--- src/rtl/alu_pkg.sv ---
// Shared types and op classification for pipelined_mc_alu.
// ALU_DIV_EN selects whether DIV/DIVU/REM run on the iterative divider.
package alu_pkg;

  typedef enum logic [3:0] {
    OP_NOP  = 4'd0,
    OP_ADD  = 4'd1,
    OP_SUB  = 4'd2,
    OP_AND  = 4'd3,
    OP_OR   = 4'd4,
    OP_XOR  = 4'd5,
    OP_NOR  = 4'd6,
    OP_SLL  = 4'd7,
    OP_SRL  = 4'd8,
    OP_SRA  = 4'd9,
    OP_SLT  = 4'd10,
    OP_SLTU = 4'd11,
    OP_MUL  = 4'd12,
    OP_DIV  = 4'd13,
    OP_DIVU = 4'd14,
    OP_REM  = 4'd15
  } alu_op_e;

  typedef enum logic [1:0] {
    IDLE = 2'd0,
    BUSY = 2'd1,
    DONE = 2'd2
  } alu_state_e;

  function automatic logic is_iterative(input alu_op_e op);
`ifdef ALU_DIV_EN
    return (op == OP_MUL) || (op == OP_DIV) || (op == OP_DIVU) || (op == OP_REM);
`else
    return (op == OP_MUL);
`endif
  endfunction

  function automatic logic is_signed_div(input alu_op_e op);
    return (op == OP_DIV) || (op == OP_REM);
  endfunction

endpackage

--- src/rtl/pipelined_mc_alu_iter_muldiv.sv ---
// Iterative shift-add multiplier and (with ALU_DIV_EN) restoring divider.
// One bit per cycle; done pulses on the last step with res already sign-fixed.
module iter_muldiv
  import alu_pkg::*;
#(
  parameter int WIDTH = 32
) (
  input  logic             clk,
  input  logic             rst_n,
  input  logic             start,
  input  alu_op_e          op,
  input  logic [WIDTH-1:0] a,
  input  logic [WIDTH-1:0] b,
  output logic             done,
  output logic [WIDTH-1:0] res
);

  localparam int CNTW = $clog2(WIDTH) + 1;

  logic             active_q, active_d;
  logic [CNTW-1:0]  cnt_q, cnt_d;
  alu_op_e          op_q, op_d;
  logic [WIDTH-1:0] acc_q, acc_d;
  logic [WIDTH-1:0] x_q, x_d;
  logic [WIDTH-1:0] y_q, y_d;
`ifdef ALU_DIV_EN
  logic [WIDTH-1:0] a_q, a_d, b_q, b_d;
  logic [WIDTH-1:0] rem_q, rem_d;
  logic [WIDTH:0]   rem_shift, trial;
  logic             q_neg;
`endif

  // MUL: acc accumulates x (shifted multiplicand) under y (shifted multiplier).
  // DIV: x holds |divisor|, y shifts the dividend out and quotient bits in.
  always_comb begin
    active_d = active_q;
    cnt_d    = cnt_q;
    op_d     = op_q;
    acc_d    = acc_q;
    x_d      = x_q;
    y_d      = y_q;
`ifdef ALU_DIV_EN
    a_d       = a_q;
    b_d       = b_q;
    rem_d     = rem_q;
    rem_shift = {rem_q, y_q[WIDTH-1]};
    trial     = rem_shift - {1'b0, x_q};
`endif
    if (start) begin
      active_d = 1'b1;
      cnt_d    = CNTW'(WIDTH);
      op_d     = op;
      acc_d    = '0;
      x_d      = a;
      y_d      = b;
`ifdef ALU_DIV_EN
      a_d   = a;
      b_d   = b;
      rem_d = '0;
      if (op != OP_MUL) begin
        x_d = (is_signed_div(op) && b[WIDTH-1]) ? -b : b;
        y_d = (is_signed_div(op) && a[WIDTH-1]) ? -a : a;
      end
`endif
    end else if (active_q) begin
      cnt_d = cnt_q - CNTW'(1);
      if (cnt_q == CNTW'(1)) active_d = 1'b0;
      if (op_q == OP_MUL) begin
        if (y_q[0]) acc_d = acc_q + x_q;
        x_d = x_q << 1;
        y_d = y_q >> 1;
      end
`ifdef ALU_DIV_EN
      else if (!trial[WIDTH]) begin
        rem_d = trial[WIDTH-1:0];
        y_d   = {y_q[WIDTH-2:0], 1'b1};
      end else begin
        rem_d = rem_shift[WIDTH-1:0];
        y_d   = {y_q[WIDTH-2:0], 1'b0};
      end
`endif
    end
  end

  assign done = active_q && (cnt_q == CNTW'(1));

  always_comb begin
`ifdef ALU_DIV_EN
    q_neg = a_q[WIDTH-1] ^ b_q[WIDTH-1];
    if (op_q == OP_MUL)                res = acc_d;
    else if (b_q == '0)                res = (op_q == OP_REM) ? a_q : '1;
    else if (op_q == OP_REM)           res = a_q[WIDTH-1] ? -rem_d : rem_d;
    else if ((op_q == OP_DIV) && q_neg) res = -y_d;
    else                               res = y_d;
`else
    res = (op_q == OP_MUL) ? acc_d : '0;
`endif
  end

  always_ff @(posedge clk or negedge rst_n) begin
    if (!rst_n) begin
      active_q <= 1'b0;
      cnt_q    <= '0;
      op_q     <= OP_NOP;
      acc_q    <= '0;
      x_q      <= '0;
      y_q      <= '0;
`ifdef ALU_DIV_EN
      a_q   <= '0;
      b_q   <= '0;
      rem_q <= '0;
`endif
    end else begin
      active_q <= active_d;
      cnt_q    <= cnt_d;
      op_q     <= op_d;
      acc_q    <= acc_d;
      x_q      <= x_d;
      y_q      <= y_d;
`ifdef ALU_DIV_EN
      a_q   <= a_d;
      b_q   <= b_d;
      rem_q <= rem_d;
`endif
    end
  end

endmodule

--- src/rtl/pipelined_mc_alu.sv ---
// Multi-cycle ALU: single-cycle ops plus iterative MUL (and DIV/DIVU/REM when
// ALU_DIV_EN is defined) behind valid/ready handshakes on both sides.
module pipelined_mc_alu
  import alu_pkg::*;
#(
  parameter int WIDTH = 32,
  parameter int OPW   = 4
) (
  input  logic             clk,
  input  logic             rst_n,
  input  logic             in_valid,
  output logic             in_ready,
  input  logic [OPW-1:0]   op,
  input  logic [WIDTH-1:0] a,
  input  logic [WIDTH-1:0] b,
  output logic             out_valid,
  input  logic             out_ready,
  output logic [WIDTH-1:0] result,
  output logic             negative,
  output logic             zero,
  output logic             overflow,
  output logic             busy,
  output logic [1:0]       state_dbg
);

  // Handshake: an op transfers on a rising edge with in_valid && in_ready;
  // a result transfers on a rising edge with out_valid && out_ready. Neither
  // side may retract valid before its transfer edge.

  localparam int SHW = $clog2(WIDTH);

  alu_state_e       state_q, state_d;
  logic [WIDTH-1:0] result_q, result_d;
  logic             negative_q, negative_d;
  logic             zero_q, zero_d;
  logic             overflow_q, overflow_d;
  logic             out_valid_q, out_valid_d;
  logic             busy_q, busy_d;
  logic             load;

  logic             op_known;
  alu_op_e          op_e;
  logic [SHW-1:0]   shamt;
  logic [WIDTH-1:0] sum, diff, alu_res;
  logic             alu_ovf;
  logic             md_start, md_done;
  logic [WIDTH-1:0] md_res;

  // Codes beyond the 4-bit enum only exist when OPW > 4; they produce 0.
  assign op_known = (op >> 4) == '0;
  assign op_e     = alu_op_e'(op[3:0]);
  assign sum      = a + b;
  assign diff     = a - b;
  assign shamt    = b[SHW-1:0];

  always_comb begin
    alu_res = '0;
    alu_ovf = 1'b0;
    if (op_known) begin
      case (op_e)
        OP_ADD: begin
          alu_res = sum;
          alu_ovf = (a[WIDTH-1] == b[WIDTH-1]) && (sum[WIDTH-1] != a[WIDTH-1]);
        end
        OP_SUB: begin
          alu_res = diff;
          alu_ovf = (a[WIDTH-1] != b[WIDTH-1]) && (diff[WIDTH-1] != a[WIDTH-1]);
        end
        OP_AND:  alu_res = a & b;
        OP_OR:   alu_res = a | b;
        OP_XOR:  alu_res = a ^ b;
        OP_NOR:  alu_res = ~(a | b);
        OP_SLL:  alu_res = a << shamt;
        OP_SRL:  alu_res = a >> shamt;
        OP_SRA:  alu_res = $signed(a) >>> shamt;
        OP_SLT:  alu_res = {{(WIDTH-1){1'b0}}, $signed(a) < $signed(b)};
        OP_SLTU: alu_res = {{(WIDTH-1){1'b0}}, a < b};
        default: alu_res = '0;
      endcase
    end
  end

  assign md_start = (state_q == IDLE) && in_valid && op_known && is_iterative(op_e);

  iter_muldiv #(.WIDTH(WIDTH)) u_iter (
    .clk   (clk),
    .rst_n (rst_n),
    .start (md_start),
    .op    (op_e),
    .a     (a),
    .b     (b),
    .done  (md_done),
    .res   (md_res)
  );

  always_comb begin
    state_d    = state_q;
    result_d   = result_q;
    negative_d = negative_q;
    zero_d     = zero_q;
    overflow_d = overflow_q;
    load       = 1'b0;
    case (state_q)
      IDLE: begin
        if (in_valid) begin
          if (md_start) begin
            state_d = BUSY;
          end else begin
            state_d    = DONE;
            result_d   = alu_res;
            overflow_d = alu_ovf;
            load       = 1'b1;
          end
        end
      end
      BUSY: begin
        if (md_done) begin
          state_d    = DONE;
          result_d   = md_res;
          overflow_d = 1'b0;
          load       = 1'b1;
        end
      end
      DONE: begin
        if (out_ready) state_d = IDLE;
      end
      default: state_d = IDLE;
    endcase
    if (load) begin
      negative_d = result_d[WIDTH-1];
      zero_d     = (result_d == '0);
    end
    out_valid_d = (state_d == DONE);
    busy_d      = (state_d == BUSY);
  end

  always_ff @(posedge clk or negedge rst_n) begin
    if (!rst_n) begin
      state_q     <= IDLE;
      result_q    <= '0;
      negative_q  <= 1'b0;
      zero_q      <= 1'b0;
      overflow_q  <= 1'b0;
      out_valid_q <= 1'b0;
      busy_q      <= 1'b0;
    end else begin
      state_q     <= state_d;
      result_q    <= result_d;
      negative_q  <= negative_d;
      zero_q      <= zero_d;
      overflow_q  <= overflow_d;
      out_valid_q <= out_valid_d;
      busy_q      <= busy_d;
    end
  end

  assign in_ready  = (state_q == IDLE);
  assign out_valid = out_valid_q;
  assign result    = result_q;
  assign negative  = negative_q;
  assign zero      = zero_q;
  assign overflow  = overflow_q;
  assign busy      = busy_q;
  assign state_dbg = state_q;

endmodule

--- config.mk ---
export PLATFORM = sky130hd
export DESIGN_NAME = pipelined_mc_alu
export DESIGN_NICKNAME = d
export VERILOG_FILES = /design/src/rtl/alu_pkg.sv /design/src/rtl/pipelined_mc_alu_iter_muldiv.sv /design/src/rtl/pipelined_mc_alu.sv
export SDC_FILE = /design/constraint.sdc
export NUM_CORES = 1
export LEC_CHECK = 0
export ABC_AREA = 1
export BUFFER_PORTS_ARGS = -buffer_cell sky130_fd_sc_hd__buf_2
export CORE_MARGIN = 2
export CORE_UTILIZATION = 45
export CTS_CLUSTER_SIZE = 14
export DETAILED_ROUTE_END_ITERATION = 10
export PLACE_DENSITY = 0.63
export SKIP_CTS_REPAIR_TIMING = 1
export SLEW_MARGIN = 0
export SYNTH_ARGS = -nofsm -noshare
export SYNTH_HDL_FRONTEND = slang
export SYNTH_HIERARCHICAL = 1
export SYNTH_SLANG_ARGS = --single-unit
--- constraint.sdc ---
create_clock -name clk -period 3.2 [get_ports clk]
set_input_delay 0.48 -clock clk [delete_from_list [all_inputs] [get_ports clk]]
set_output_delay 0.48 -clock clk [all_outputs]
set_load 0.01 [all_outputs]
; After elaboration in Yosys (flattened, before gate mapping)
; Index checks and enable logic that the tools add are counted.
[totals]
ff_bits = 146
out_inout_bits = 40
input_bits = 72
elab_cells = 98
[op_classes]
shifts = 3
addsub = 4
eq_ne = 25
reduce_logical = 12
muxes = 35
bitwise = 4
magnitude_cmp = 2
[ops]
columns = operator, n
row1 = two-way mux 32 bit, 14
row2 = case mux 32 bit (11 select lines), 1
row3 = adder 32 bit, 2
row4 = < comparator 32 bit, 2
row5 = case mux 32 bit (2 select lines), 1
row6 = bitwise AND 32 bit, 1
row7 = logical NOT 32 bit, 1
row8 = inverter 32 bit, 1
row9 = OR 32 bit, 1
row10 = << shifter 32 x 5 -> 32 bit, 1
row11 = right shift 32 x 5 -> 32 bit, 1
row12 = >>> shifter 32 x 5 -> 32 bit, 1
row13 = subtractor 32 bit, 1
row14 = bitwise XOR 32 bit, 1
row15 = equality test 4 bit (second input constant), 6
row16 = equality test 4 x 3 -> 1 bit (second input constant), 4
row17 = two-way mux 6 bit, 2
row18 = two-way mux 1 bit, 9
row19 = equality test 4 x 2 -> 1 bit (second input constant), 2
row20 = two-way mux 2 bit, 4
row21 = equality test 6 x 1 -> 1 bit (second input constant), 1
row22 = inequality test 2 bit (second input constant), 3
row23 = case mux 1 bit (2 select lines), 3
row24 = case mux 2 bit (3 select lines), 1
row25 = other kinds (11), 21

; Depth between registers and ports, before layout
; Gate-level depths: netlist of run 1.
[depth]
depth_word = 9
depth_mapped = 27
mapped_depth_nobuf = 24

; By module
; The synthesis of run 1 kept the hierarchy.
[modules_own_cells]
columns = mod, instances, cells_per_inst, seq_area_each_um2, area_each_um2
row1 = pipelined_mc_alu, 1, 2516, 975.9, 12843.6
row2 = iter_muldiv, 1, 1061, 2677.6, 7310.8

; Least setup slack after synthesis of run 1
; No wires, ideal clock.
[synth_timing]
path_kind = input to register
start = in b[3]
end = reg zero_q, in the netlist zero
n_path_buf = 4
slack_ps = 118
arrival_ps = 3017
required_time_ps = 3135
cell_stages = 27
setup_ps = 65
cell_sequence = buf_4 -> inv_2 -> buf_2 -> buf_1 -> ha_1 -> buf_2 -> nor2_1 -> nand2_1 -> inv_1 -> nand2_1 -> nand2_1 -> nand2_1 -> nand2_1 -> nand2_1 -> nand2_1 -> nand2_1 -> nand3_1 -> nand3_1 -> nand2_1 -> nand2_1 -> nand2_1 -> nand2_1 -> nor2_1 -> nand2_1 -> nor2_1 -> nand4_1 -> nand2_1
[synth_via]
word_cells_on_any_way = 16
cone_classes = add/sub (2) / order compare (2) / shift (3) / mux (4) / bitwise (4) / reduce/logical (1)
[synth_lines]
columns = element, line
row1 = "start, declared", pipelined_mc_alu.sv:15  ; input logic [WIDTH-1:0] b,
row2 = subtractor 32 bit (tied with other cells), pipelined_mc_alu.sv:53  ; assign diff = a - b;
row3 = case mux 32 bit (11 select lines) (*), pipelined_mc_alu.sv:60  ; case (op_e)
row4 = two-way mux 32 bit (*), pipelined_mc_alu.sv:106  ; if (md_start) begin
row5 = two-way mux 32 bit (*), pipelined_mc_alu.sv:105  ; if (in_valid) begin
row6 = case mux 32 bit (2 select lines) (*), pipelined_mc_alu.sv:103  ; case (state_q)
row7 = named net result_d[31], pipelined_mc_alu.sv:33  ; logic [WIDTH-1:0] result_q, result_d;
row8 = logical NOT 32 bit (*), pipelined_mc_alu.sv:131  ; zero_d = (result_d == '0);
row9 = "end signal, assigned", pipelined_mc_alu.sv:150  ; zero_q <= zero_d;
row10 = "end, declared", pipelined_mc_alu.sv:35  ; logic zero_q, zero_d;
; Mark *: on every way through the listed nets, which the timed path passes. The rest lies on a longest branch.
; A chain may end at the register's enable or synchronous reset.

; Worst setup path in the final report of run 1
[layout_timing]
start = reg u_iter.x_q[14]
end = reg zero_q, in the netlist zero
[layout_via]
elab_chain_cells = 9
[layout_rtl]
columns = element, line
row1 = "start, declared", pipelined_mc_alu_iter_muldiv.sv:24  ; logic [WIDTH-1:0] x_q, x_d;
row2 = "start signal, assigned", pipelined_mc_alu_iter_muldiv.sv:106  ; x_q <= '0;
row3 = "start signal, assigned", pipelined_mc_alu_iter_muldiv.sv:118  ; x_q <= x_d;
row4 = adder 32 bit, pipelined_mc_alu_iter_muldiv.sv:69  ; if (y_q[0]) acc_d = acc_q + x_q;
row5 = two-way mux 32 bit, pipelined_mc_alu_iter_muldiv.sv:69
row6 = two-way mux 32 bit, pipelined_mc_alu_iter_muldiv.sv:68  ; if (op_q == OP_MUL) begin
row7 = two-way mux 32 bit, pipelined_mc_alu_iter_muldiv.sv:65  ; end else if (active_q) begin
row8 = two-way mux 32 bit, pipelined_mc_alu_iter_muldiv.sv:49  ; if (start) begin
row9 = two-way mux 32 bit, pipelined_mc_alu_iter_muldiv.sv:96  ; res = (op_q == OP_MUL) ? acc_d : '0;
row10 = named net md_res[27], pipelined_mc_alu.sv:47  ; logic [WIDTH-1:0] md_res;
row11 = two-way mux 32 bit, pipelined_mc_alu.sv:117  ; if (md_done) begin
row12 = case mux 32 bit (2 select lines), pipelined_mc_alu.sv:103
row13 = named net result_d[27], pipelined_mc_alu.sv:33
row14 = logical NOT 32 bit, pipelined_mc_alu.sv:131
; The timed path passes the listed nets, and every way through them passes these cells.

==> flow_summary.ini, run 1 <==
[yosys]
synth_nets = 3793
syn_area_per_cell_um2 = 5.63
ys_warn_count = 6
synthesis.area_mm2 = 0.0202
ys_top_cells_by_area = nand2_1 (23%), dfrtp_1 (18%), nand3_1 (14%)
synth_cells = 3577
synth_top_area_share_pct = 22.8
yosys-top-cells-count = nand2_1 (1222), nand3_1 (576), inv_1 (519)
seq_area_frac_synth_pct = 18.1
ys.flop_type = dfrtp_1
synth_area_leader_cell = nand2_1
ys_async_sr_fraction_pct = 100
synth.most_common_cell = nand2_1
synth-edff-count = 0
yosys_register_bits = 146
ys_types = 54

[floorplan]
die-area_mm2 = 0.0465
num_rows = 77
io_pins = 112
die_h_um = 216
fp.coreArea_mm2 = 0.0442
initial_core_util_pct = 45.6
die_w_um = 216

[clocking]
clk_latency_ns = 0.49
numCtsBuffers = 17
tritoncts = done
cts.clk_slew.worst_paths_ns = 0.08
cts-root-buf = clkbuf_16
clk_path_buf_depth = 2
cts.sinks = 146
h-tree-depth = 4

[pwr]
switching_share_pct = 49.9
power_density_mw_per_mm2 = 527
switching_power_mw = 6.46
p_clk_share_pct = 16.1
p_seq_share_pct = 25.8
peakVddDrop_mv = 0.617
p_comb_share_pct = 58.1
p_int_mw = 6.49
p_leak_nw = 14.1

[timing]
worst_pin_slew_ns = 1.01
skew_ns = 0.0187
slew_violations = 0
max_slew_margin_pct = 32.8
finalHoldViolations = 0
timing.final.crit_period_ns = 3.04
setup_viol = 0
min_period_over_period_pct = 95.0
fin_ws_ns = 0.158
fmax_mhz = 329

[route]
detail_route.drc_violations = 0
ant_nets = 0
drt-total-wl_um = 102000
drt-pass1-iter-count = 7
vias_per_cell = 5.68
drt_iter0_drc = 3687
num_vias = 25900
wl_per_cell_um = 22.3

[status]
status = completed

[setup_path]
reg2reg_to = zero
r2r_start = u_iter/x_q[14]
crit_end = zero
end_kind = register
r2r_cells = 21
reg2reg_slack_ns = 0.16
arrival_ns = 3.46
critPathMaxFanout = 3
worstPathRequired_ns = 3.62
startpoint_type = register
startpoint = u_iter/x_q[14]
critPathKind = register to register

[final_layout]
antenna_cells = 0
fillers = 4669
drive_above_1_share_pct = 16.2
syn_to_final_growth_pct = 21.9
nets = 4165
final_cells = 4554

[placed_design]
dp.cells = 4521
place.gp.congestion = 1.11
hpwlAfterDp_um = 84100
pre_cts_ws_ns = -0.189
port_buffers = 111

[global_routing]
grt_pass1_vias = 23600
grt_start_max_net_pins = 73
grt_usage_pct = 43.1
antenna_found_initial = 1
grt_pass1_wl_um = 149000
gr-total-overflow = 0

[job]
max-cap-violations = 0

[min_path]
hp-start = b[9]
holdCritPathClass = input pin to register
cells in the final DEF, fill, tap and decap left out, types with 6 or more instances in the layout:
cell type	count
nand2_1	1216
nand3_1	570
inv_1	518
buf_4	376
nor2_1	289
dfrtp_1	146
ha_1	134
buf_2	110
a21oi_1	109
o21ai_0	86
nand4_1	43
nor3_1	34
a22oi_1	24
o22ai_1	19
o221ai_1	19
and2_1	18
o211ai_1	17
clkbuf_16	17
nand2_2	16
buf_12	15
inv_2	14
xnor2_1	13
o221ai_2	12
o21bai_1	11
nor2_2	11
nand3_2	11
o21ai_1	11
or2_2	9
a21oi_2	7
a22o_1	6
a221oi_1	6
inv_6	6
ha_4	6
how the worst min path moves through the flow:
stage / cells after the start / to
floorplan: 0 / busy
global placement: 1 / u_iter/y_q[1]
detailed placement: 1 / u_iter/y_q[1]
CTS: 1 / u_iter/y_q[1]
global route: 3 / u_iter/y_q[9]
finish: 3 / u_iter/y_q[9]
per-stage QoR:
step	util (%)	setup TNS [ns]	power [mW]	instance area [um^2]	hold WS, ns
floorplan	-	0	7.55	20200	0.184
global placement	53.8	-0.166	10.4	23800	0.391
detailed placement	53.8	-0.189	10.4	23800	0.389
CTS	55.2	0	12.5	24400	-0.134
global route	55.6	-0.00986	13.8	24600	0.299
finish	55.6	0	12.9	24600	0.281
flip-flops by register name (all words and copies together) (netlist names):
name,cells
result,32
u_iter/acc_q,32
u_iter/x_q,32
u_iter/y_q,32
u_iter/cnt_q,6
u_iter/op_q,4
state_dbg,2
busy,1
negative,1
out_valid,1
overflow,1
u_iter/active_q,1
zero,1
cell families after synthesis:
family                     Yosys count  share of synthesized area (%)
adders and majority gates          144                           9.05
DFF                                146                           18.1
buffers and inverters              686                           13.9
xor gates and xnor gates            16                          0.695
AOI/OAI and AO/OA                  346                           11.0
and+or+nand+nor                   2239                           47.2
area by class of cell:
type	count	area [um^2]	area share, %
Multi-Input combinational cell	2745	13900	56.5
Timing Repair Buffer	503	3690	15.0
Sequential cell	146	3650	14.9
Inverter	536	2020	8.20
Tap cell	592	741	3.02
Clock buffer	17	425	1.73
Clock inverter	15	161	0.657
power by group through the flow:
stage               clock, mW  combinational [mW]  sequential, mW
global placement            0                7.07            3.29
detailed placement          0                7.11            3.30
global route             2.17                8.24            3.39
CTS                      2.11                7.15            3.27
floorplan                   0                4.49            3.06
finish                   2.09                7.53            3.33
layer usage:
layer,vias to the layer above,track usage (%),share of wire (%)
li1,12200,-,-
met5,-,0,0.013
met4,2,16.2,4.0
met1,12000,61.5,44
met2,1515,62.0,40
met3,196,10.9,12
critical path, cell delays in order (launching register included):
cell and delay [ns]:
dfrtp_1 0.42, ha_1 0.36, nand2_1 0.10, nand2_1 0.17, inv_1 0.12, nand2_1 0.07
buf_4 0.16, nand2_1 0.07, nand2_1 0.10, a21oi_1 0.18, nand2_1 0.07, nand2_1 0.06
nand3_1 0.06, nand2_1 0.16, nor2_1 0.13, a22oi_1 0.22, nand2_1 0.10, nor2_1 0.11
nand2_1 0.06, nor2_1 0.10, nand4_1 0.10, nand2_1 0.07
(Power assumes the default switching activity.)
==> inputs of run 2 (changes only) <==
- clock period: 3.2 -> 3.8 ns (I/O delays scaled with it)
==> flow_summary.ini, run 2 (synthesis results as in run 1) <==
[floorplan]
die_w_um = 216
initial_core_util_pct = 45.6
fp.coreArea_mm2 = 0.0442
num_rows = 77
die-area_mm2 = 0.0465
io_pins = 112
die_h_um = 216

[route]
drt_iter0_drc = 3367
detail_route.drc_violations = 0
drt-pass1-iter-count = 8
ant_nets = 0
drt-total-wl_um = 99700
vias_per_cell = 5.78
num_vias = 24900
wl_per_cell_um = 23.2

[setup_path]
arrival_ns = 3.85
worstPathRequired_ns = 4.24
startpoint_type = register
end_kind = register
startpoint = u_iter/x_q[8]
critPathMaxFanout = 5
r2r_start = u_iter/x_q[8]
critPathKind = register to register

[timing]
fin_setup_tns_ns = 0
fmax_mhz = 294
max_slew_margin_pct = 41.8
rsz0062_at_grt = false
whs_ns = 0.0904
timing.final.crit_period_ns = 3.41
min_period_over_period_pct = 89.7
setup_viol = 0
skew_ns = 0.0134
fin_ws_ns = 0.393
finalHoldViolations = 0
slew_violations = 0
worst_pin_slew_ns = 0.866

[global_routing]
gr-total-overflow = 0
grt_pass1_vias = 22700
grt_pass1_wl_um = 146000
grt_usage_pct = 42.4
grt_start_max_net_pins = 79
antenna_found_initial = 2

[pwr]
peakVddDrop_mv = 0.461
power_density_mw_per_mm2 = 457
p_leak_nw = 12.8
finalPower_mw = 10.3

[final_layout]
final_area_mm2 = 0.0225
final_cell_mix = nand2_1 (1222), nand3_1 (576), inv_1 (518)
nets = 3918
fin_util_pct = 50.8
final_cells = 4308
final_common_cell = nand2_1
drive_above_1_share_pct = 9.85
syn_to_final_growth_pct = 11.5

[clocking]
clk_path_buf_depth = 2
cts-root-buf = clkbuf_16
cts.clk_slew.worst_paths_ns = 0.07
numCtsBuffers = 17
h-tree-depth = 4
clk_latency_ns = 0.50
tritoncts = done
cts.sinks = 146

[status]
status = completed

[placed_design]
port_buffers = 111
pre_cts_ws_ns = 0.189
hpwlAfterDp_um = 81700
dp.cells = 4275
dpl-instance-area_mm2 = 0.0219
place.gp.congestion = 1.08

[job]
max-cap-violations = 0

[min_path]
holdCritPathClass = input pin to asynchronous set/reset pin
==> run 2: changes by cell type in the layout (fill, tap and decap cells not counted), moves of 3 or more <==
cell and delta:
nor2_1 +3, nand2_1 +6, inv_8 -4, nand2_2 -6, buf_12 -3, buf_4 -243, ha_1 +7, nor2_2 -3
clkinv_2 +4, nand3_2 -6, ha_4 -6, nand3_1 +6
==> run 2: final timing paths <==
check / slack [ns] / endpoint / cells after the start
setup / recovery: 0.39 / zero / 17
hold / removal: 0.09 / u_iter/y_q[14] / 1
setup reg to reg: 0.39 / zero / 17
hold reg to reg: 0.49 / u_iter/cnt_q[3] / 1
max in group asynchronous: 2.88 / u_iter/x_q[8] / 2
min in group clk: 0.36 / u_iter/y_q[9] / 3
==> run 2: where the power goes <==
part	total (mW)	switching [mW]	internal (mW)	leakage (nW)
registers	2.76	0.560	2.20	1.85
clock network	1.70	0.794	0.903	0.275
logic	5.81	3.88	1.93	10.7
==> run 2: worst max-delay path, cell delays in order (launching register included) <==
cell	delay (ns)
dfrtp_1	0.48
ha_1	0.41
nand2_1	0.13
nor2_1	0.43
nand3_1	0.14
nand3_1	0.33
xnor2_1	0.19
a21oi_2	0.08
and2_1	0.19
a221oi_1	0.31
nand2_1	0.08
nand2_1	0.09
nand2_1	0.06
nor2_1	0.13
nand2_1	0.06
nor2_1	0.09
nand4_1	0.08
nand2_1	0.06
==> run 2: area by class of cell <==
type	count	area (um^2)
diodes	1	2.50
well taps	592	741
clock buffers	18	429
clock inverters	14	128
multi-input cells	2745	13700
flip-flops and latches	146	3650
fillers	4801	21700
inverters	536	2020
repair buffers	256	1800
==> run 2: metal layers <==
| metal | GRT usage [%] | part of all wire, % | wire length (um) |
|---|---|---|---|
| met5 | 0 | 0.013 | 13 |
| met3 | 11.4 | 13 | 12500 |
| met1 | 61.5 | 44 | 43900 |
| met4 | 15.8 | 3.9 | 3860 |
| met2 | 59.5 | 40 | 39500 |
